[src/rtl/imem_loader.sv]
// Instruction-memory loader: parses a byte stream (16-bit word count,
// big-endian 32-bit words, 8-bit additive checksum), writes each word to
// instruction memory and keeps the CPU in reset until a good image is loaded.
//
// Handshake: a byte moves on a rising clk edge where in_valid and in_ready
// are both 1; in_valid may drop at any time (stall) and the loader then holds
// everything; in_ready never depends on in_valid or in_data.
module imem_loader #(
    parameter int ADDR_W = 8
) (
    input  logic              clk,
    input  logic              reset,
    input  logic              in_valid,
    input  logic [7:0]        in_data,
    output logic              in_ready,
    output logic              mem_we,
    output logic [ADDR_W-1:0] mem_addr,
    output logic [31:0]       mem_wdata,
    output logic              cpu_reset,
    output logic              done,
    output logic              error,
    output logic [2:0]        dbg_state
);

    typedef enum logic [2:0] {
        CNT_HI = 3'd0,
        CNT_LO = 3'd1,
        DATA   = 3'd2,
        WRITE  = 3'd3,
        CSUM   = 3'd4,
        DONE   = 3'd5,
        ERR    = 3'd6
    } state_t;

    // Largest legal word count; counts above this would wrap the address.
    localparam logic [16:0]     DEPTH   = 17'(1) << ADDR_W;
    localparam logic [ADDR_W:0] IDX_ONE = {{ADDR_W{1'b0}}, 1'b1};

    state_t            state_q, state_d;
    logic [15:0]       count_q, count_d;
    logic [ADDR_W:0]   word_idx_q, word_idx_d;
    logic [1:0]        byte_cnt_q, byte_cnt_d;
    logic [31:0]       asm_q, asm_d;
    logic [7:0]        csum_q, csum_d;
    logic              accept;

    assign accept = in_valid & in_ready;

    // Ready only in byte-consuming states, and never while reset is held.
    always_comb begin
        in_ready = 1'b0;
        if (!reset) begin
            case (state_q)
                CNT_HI, CNT_LO, DATA, CSUM: in_ready = 1'b1;
                default:                    in_ready = 1'b0;
            endcase
        end
    end

    // State, counters, assembly register and checksum; all cleared by reset.
    always_ff @(posedge clk or posedge reset) begin
        if (reset) begin
            state_q    <= CNT_HI;
            count_q    <= 16'd0;
            word_idx_q <= '0;
            byte_cnt_q <= 2'd0;
            asm_q      <= 32'd0;
            csum_q     <= 8'd0;
        end else begin
            state_q    <= state_d;
            count_q    <= count_d;
            word_idx_q <= word_idx_d;
            byte_cnt_q <= byte_cnt_d;
            asm_q      <= asm_d;
            csum_q     <= csum_d;
        end
    end

    // Next-state logic; every register holds unless a byte is accepted or
    // the single-cycle WRITE state advances the word index.
    always_comb begin
        state_d    = state_q;
        count_d    = count_q;
        word_idx_d = word_idx_q;
        byte_cnt_d = byte_cnt_q;
        asm_d      = asm_q;
        csum_d     = csum_q;
        case (state_q)
            CNT_HI: begin
                if (accept) begin
                    count_d[15:8] = in_data;
                    state_d       = CNT_LO;
                end
            end
            CNT_LO: begin
                if (accept) begin
                    count_d[7:0] = in_data;
                    if ({1'b0, count_q[15:8], in_data} > DEPTH) begin
                        state_d = ERR;
                    end else if ({count_q[15:8], in_data} == 16'd0) begin
                        state_d = CSUM;
                    end else begin
                        state_d = DATA;
                    end
                end
            end
            DATA: begin
                if (accept) begin
                    asm_d      = {asm_q[23:0], in_data};
                    csum_d     = csum_q + in_data;
                    byte_cnt_d = byte_cnt_q + 2'd1;
                    if (byte_cnt_q == 2'd3) begin
                        state_d = WRITE;
                    end
                end
            end
            WRITE: begin
                word_idx_d = word_idx_q + IDX_ONE;
                if (17'(word_idx_q) + 17'd1 == {1'b0, count_q}) begin
                    state_d = CSUM;
                end else begin
                    state_d = DATA;
                end
            end
            CSUM: begin
                if (accept) begin
                    state_d = (in_data == csum_q) ? DONE : ERR;
                end
            end
            default: begin
                state_d = state_q;
            end
        endcase
    end

    // Outputs decoded from registered state only.
    always_comb begin
        mem_we    = (state_q == WRITE);
        mem_addr  = word_idx_q[ADDR_W-1:0];
        mem_wdata = asm_q;
        done      = (state_q == DONE);
        error     = (state_q == ERR);
        cpu_reset = (state_q != DONE);
        dbg_state = state_q;
    end

endmodule

[config.mk]
export PLATFORM = sky130hd
export DESIGN_NAME = imem_loader
export DESIGN_NICKNAME = d
export VERILOG_FILES = /design/src/rtl/imem_loader.sv
export SDC_FILE = /design/constraint.sdc
export NUM_CORES = 1
export LEC_CHECK = 0
export ABC_CLOCK_PERIOD_IN_PS = 3200
export CORE_UTILIZATION = 50
export CTS_BUF_LIST = sky130_fd_sc_hd__clkbuf_16
export DETAILED_ROUTE_END_ITERATION = 10
export PLACE_DENSITY_LB_ADDON = 0.3
export SLEW_MARGIN = 20
export SYNTH_ARGS = -nofsm -noshare
export SYNTH_HDL_FRONTEND = slang
export SYNTH_SLANG_ARGS = --single-unit
[constraint.sdc]
create_clock -name clk -period 3.2 [get_ports clk]
set_clock_uncertainty 0.1 [all_clocks]
set_input_delay 0.48 -clock clk [delete_from_list [all_inputs] [get_ports clk]]
set_output_delay 0.48 -clock clk [all_outputs]
set_load 0.005 [all_outputs]
==> metrics.md <==
| Metric | Value |
|---|---|
| Grt total ovfl | `0` |
| Synth Area per Inst | `11.3 um2` |
| Worst Setup End Kind | `primary output` |
| H-tree lvl count | `3` |
| Leakage | `2.06 nW` |
| # fillers | `518` |
| Status | `complete, but fails checks` |
| Largest net degree at the start of global routing | `71` |
| Synth Net Count | `323` |
| DR vias/cell | `5.59` |
| Vias | `2,441` |
| Layout cells sized above 1 | `20.0%` |
| Reg-to-Reg End | `dbg_state[1]` |
| Final HPWL DP | `4840 um` |
| Logic pwr share | `10.0%` |
| Layout area overhead | `26.4%` |
| GR Util met1 | `27.6%` |
| Switching share of power | `23.1%` |
| Hold_sp | `byte_cnt_q[0]` |
| Final WL | `7020 um` |
| # Post-CTS Setup Buffers | `0` |
| Area of placed instances | `4050 um2` |
| CTS sink cnt | `70` |
| Failing checks | `DRC` |
| Slew Viols, Final | `0` |
| Most Crowded Layer GR | `met2` |
| Crit-path max FO | `9` |
| Starting Density | `52.8%` |
| Sequential power share | `45.0%` |
| Crit share post-route | `88.4%` |
| CTS root buf | `clkbuf_16` |
| Path depth of the worst reg2reg path | `6` |
| Netlist cell types | `34` |
| Global Route Usage Sum | `21.7%` |
| Initial DRT Pass Iterations | `9` |
| Top-Level Pins | `59` |
| Worst-Skew Late Latency | `0.32 ns` |
| Worst vdd ir | `0.330 mV` |
| Worst path arrival time | `2.25 ns` |
| Gates resized, CTS repair | `0` |
| #FFs+latches synth | `70` |
| Hold crit path type | `reg2reg` |
| Netlist Area Pre-Place | `3430 um2` |
| DRC errors left | `3` |
| F_max | `354 MHz` |
| Routing usage on met2 | `36.1%` |
| GR Layer Usage met3 | `4.42%` |
| Die span in x | `84.8 um` |
| Reg area | `1750 um2` |
| Reg-to-Reg Start | `count_q[11]` |
| Max_slew headroom | `42.2%` |
| Final Hold Fails | `0` |
| Synth Instances | `302` |
| ANT cells | `0` |
| Hold Crit Endpoint | `byte_cnt_q[0]` |
| TNS Setup | `0 ns` |
| MaxCap Viol Count | `0` |
| Worst-path clk slew | `0.05 ns` |
| Core ar. | `6490 um2` |
| Worst EP required | `2.62 ns` |
| Sw Pwr | `0.480 mW` |
| # setup viols final | `0` |
| CTS buffer count | `9` |
| Initial DRC count | `123` |
| FF-to-FF setup slack | `0.50 ns` |
| RePlAce Congestion | `0.860` |
| Clock network power share | `45.0%` |
| Wire length per cell | `16.1 um` |
| Row count | `29` |
| Hold Crit Depth | `1` |
| Critical path class | `reg2out` |
| TritonCTS clock tree | `yes` |
| Pwr Density | `480 nW/um2` |
| Fin area | `4330 um2` |
| Slew of the pin with the lowest slew margin | `0.867 ns` |
| Synthesis warning total | `0` |
| RSZ-0062 raised after global routing | `false` |
| CP Launch Type | `flip-flop` |
| Initial antenna violation count | `0` |
| Internal power | `1.60 mW` |
| Area occupied by multi-input gates | `1540 um2` |
| Number of global-route vias before repair | `2,412` |
| Input/output buffers | `58` |
| Min Clock Period, post-route | `2.83 ns` |
| CTS max path bufs | `2` |
| Seq/Total Area, Yosys | `51.1%` |
| CTS hold repair buffers | `0` |
| Die area | `7190 um2` |
| Antenna-violating nets left | `0` |
| Global-route wire length before repair | `11,700 um` |
| DIE HEIGHT | `84.8 um` |
| Fin nets | `377` |
## logic make-up (layout without fill, tap and decap cells)
family | after synthesis | count (layout) | synth area share, %
AND/OR/NAND/NOR | 74 | 74 | 10.5
multiplexers | 49 | 49 | 16.1
buffers and inverters | 30 | 88 | 4.16
XOR/XNOR | 27 | 27 | 6.90
adder cells (fa/ha/maj) | 10 | 10 | 3.87
AO/OA/AOI/OAI | 42 | 42 | 7.37
flip-flops | 70 | 70 | 51.1
## flip-flops by register name (all words and copies together) (netlist names)
signal,flops
byte_cnt_q,2
count_q,16
csum_q,8
dbg_state,3
mem_wdata,32
word_idx_q,9
## cell usage in the layout, fill, tap and decap left out, types with 2 or more instances in the layout
master           instances
buf_4                    3
nand3_1                  5
nor3b_1                  2
nand4_1                  3
dfrtp_1                 70
or4_1                    3
nand2_1                 25
a31oi_1                  2
a21oi_1                  9
clkdlybuf4s50_1         58
mux2_2                  49
o21ai_0                 16
inv_1                   10
nor2b_1                  4
clkinv_2                 4
xnor2_1                 14
o21a_1                   4
ha_1                     9
nor2_1                  17
xor2_1                  13
nor3_1                   9
clkbuf_16                9
a21boi_0                 2
o31ai_1                  2
a211oi_1                 2
## synth_stat cells
| library cell | count | area, um2 |
|---|---|---|
| a211oi_1 | 2 | 15.0 |
| or4_1 | 3 | 22.5 |
| a21boi_0 | 2 | 15.0 |
| nor2_1 | 17 | 63.8 |
| xor2_1 | 13 | 114 |
| dfrtp_1 | 70 | 1750 |
| a221o_1 | 1 | 10.0 |
| or4b_1 | 1 | 10.0 |
| nand4_1 | 3 | 18.8 |
| fa_1 | 1 | 20.0 |
| nand3_1 | 5 | 25.0 |
| a21oi_1 | 9 | 45.0 |
| clkbuf_1 | 11 | 41.3 |
| or2_2 | 1 | 6.26 |
| a21o_1 | 1 | 7.51 |
| ha_1 | 9 | 113 |
| a41oi_1 | 1 | 8.76 |
| o31ai_1 | 2 | 15.0 |
| o22ai_1 | 1 | 6.26 |
| nor3_1 | 9 | 45.0 |
| nor4_2 | 1 | 12.5 |
| inv_1 | 11 | 41.3 |
| mux2_2 | 49 | 552 |
| o211ai_1 | 1 | 7.51 |
| nor4_1 | 1 | 6.26 |
| nor2b_1 | 4 | 25.0 |
| buf_4 | 8 | 60.1 |
| or4_4 | 1 | 11.3 |
| xnor2_1 | 14 | 123 |
| nor3b_1 | 2 | 15.0 |
| nand2_1 | 26 | 97.6 |
| o21ai_0 | 16 | 80.1 |
| a31oi_1 | 2 | 12.5 |
| o21a_1 | 4 | 30.0 |
## power groups by stage
stage                     Clock [mW]  Combinational (mW)  Sequential (mW)
after floorplan                    0               0.108            0.929
after global placement             0               0.204            0.944
after detailed placement           0               0.210            0.946
after CTS                      0.962               0.210            0.932
after global routing           0.994               0.231            0.939
final                          0.936               0.208            0.934
## worst max-delay path, cell delays in order, from the launching register on
cell and delay (ns):
dfrtp_1 0.47, inv_1 0.19, nand3_1 0.35, inv_1 0.36
clkdlybuf4s50_1 0.56
## through the flow
step	total power [mW]	std cells	hold WS, ns	util [%]	worst slack (ns)
after floorplan	1.04	302	0.353	-	0.341
after global placement	1.15	422	0.368	62.4	0.455
after detailed placement	1.16	422	0.374	62.4	0.389
after CTS	2.10	437	0.382	66.7	0.377
after global routing	2.16	437	0.393	66.7	0.244
final	2.08	437	0.383	66.7	0.373
## per-layer routing
metal / part of all wire [%] / vias to the layer above
met3: 4.2 / 9
met4: 1.7 / 0
li1: - / 1161
met5: 0 / -
met1: 44 / 1207
met2: 50 / 64
## final cells by class
cell class                      instances  area share (%)
Clock buffer                            9            5.20
Clock inverter                          6            1.24
Inverter                               11            1.04
Multi-Input combinational cell        202            35.5
Sequential cell                        70            40.5
Tap cell                               77            2.22
Timing Repair Buffer                   62            14.4
## worst max path at each step
stage | depth (start not counted) | to | slack, ns | start
2_1_floorplan | 7 | csum_q[1] | 0.34 | reset
3_5_place_dp | 10 | csum_q[6] | 0.39 | in_data[0]
4_1_cts | 4 | mem_we | 0.38 | dbg_state[2]
5_1_grt | 4 | mem_we | 0.24 | dbg_state[2]
6_report | 4 | mem_we | 0.37 | dbg_state[2]
3_3_place_gp | 10 | csum_q[6] | 0.45 | in_data[0]
Note: power is estimated with default switching activity, not from simulation.
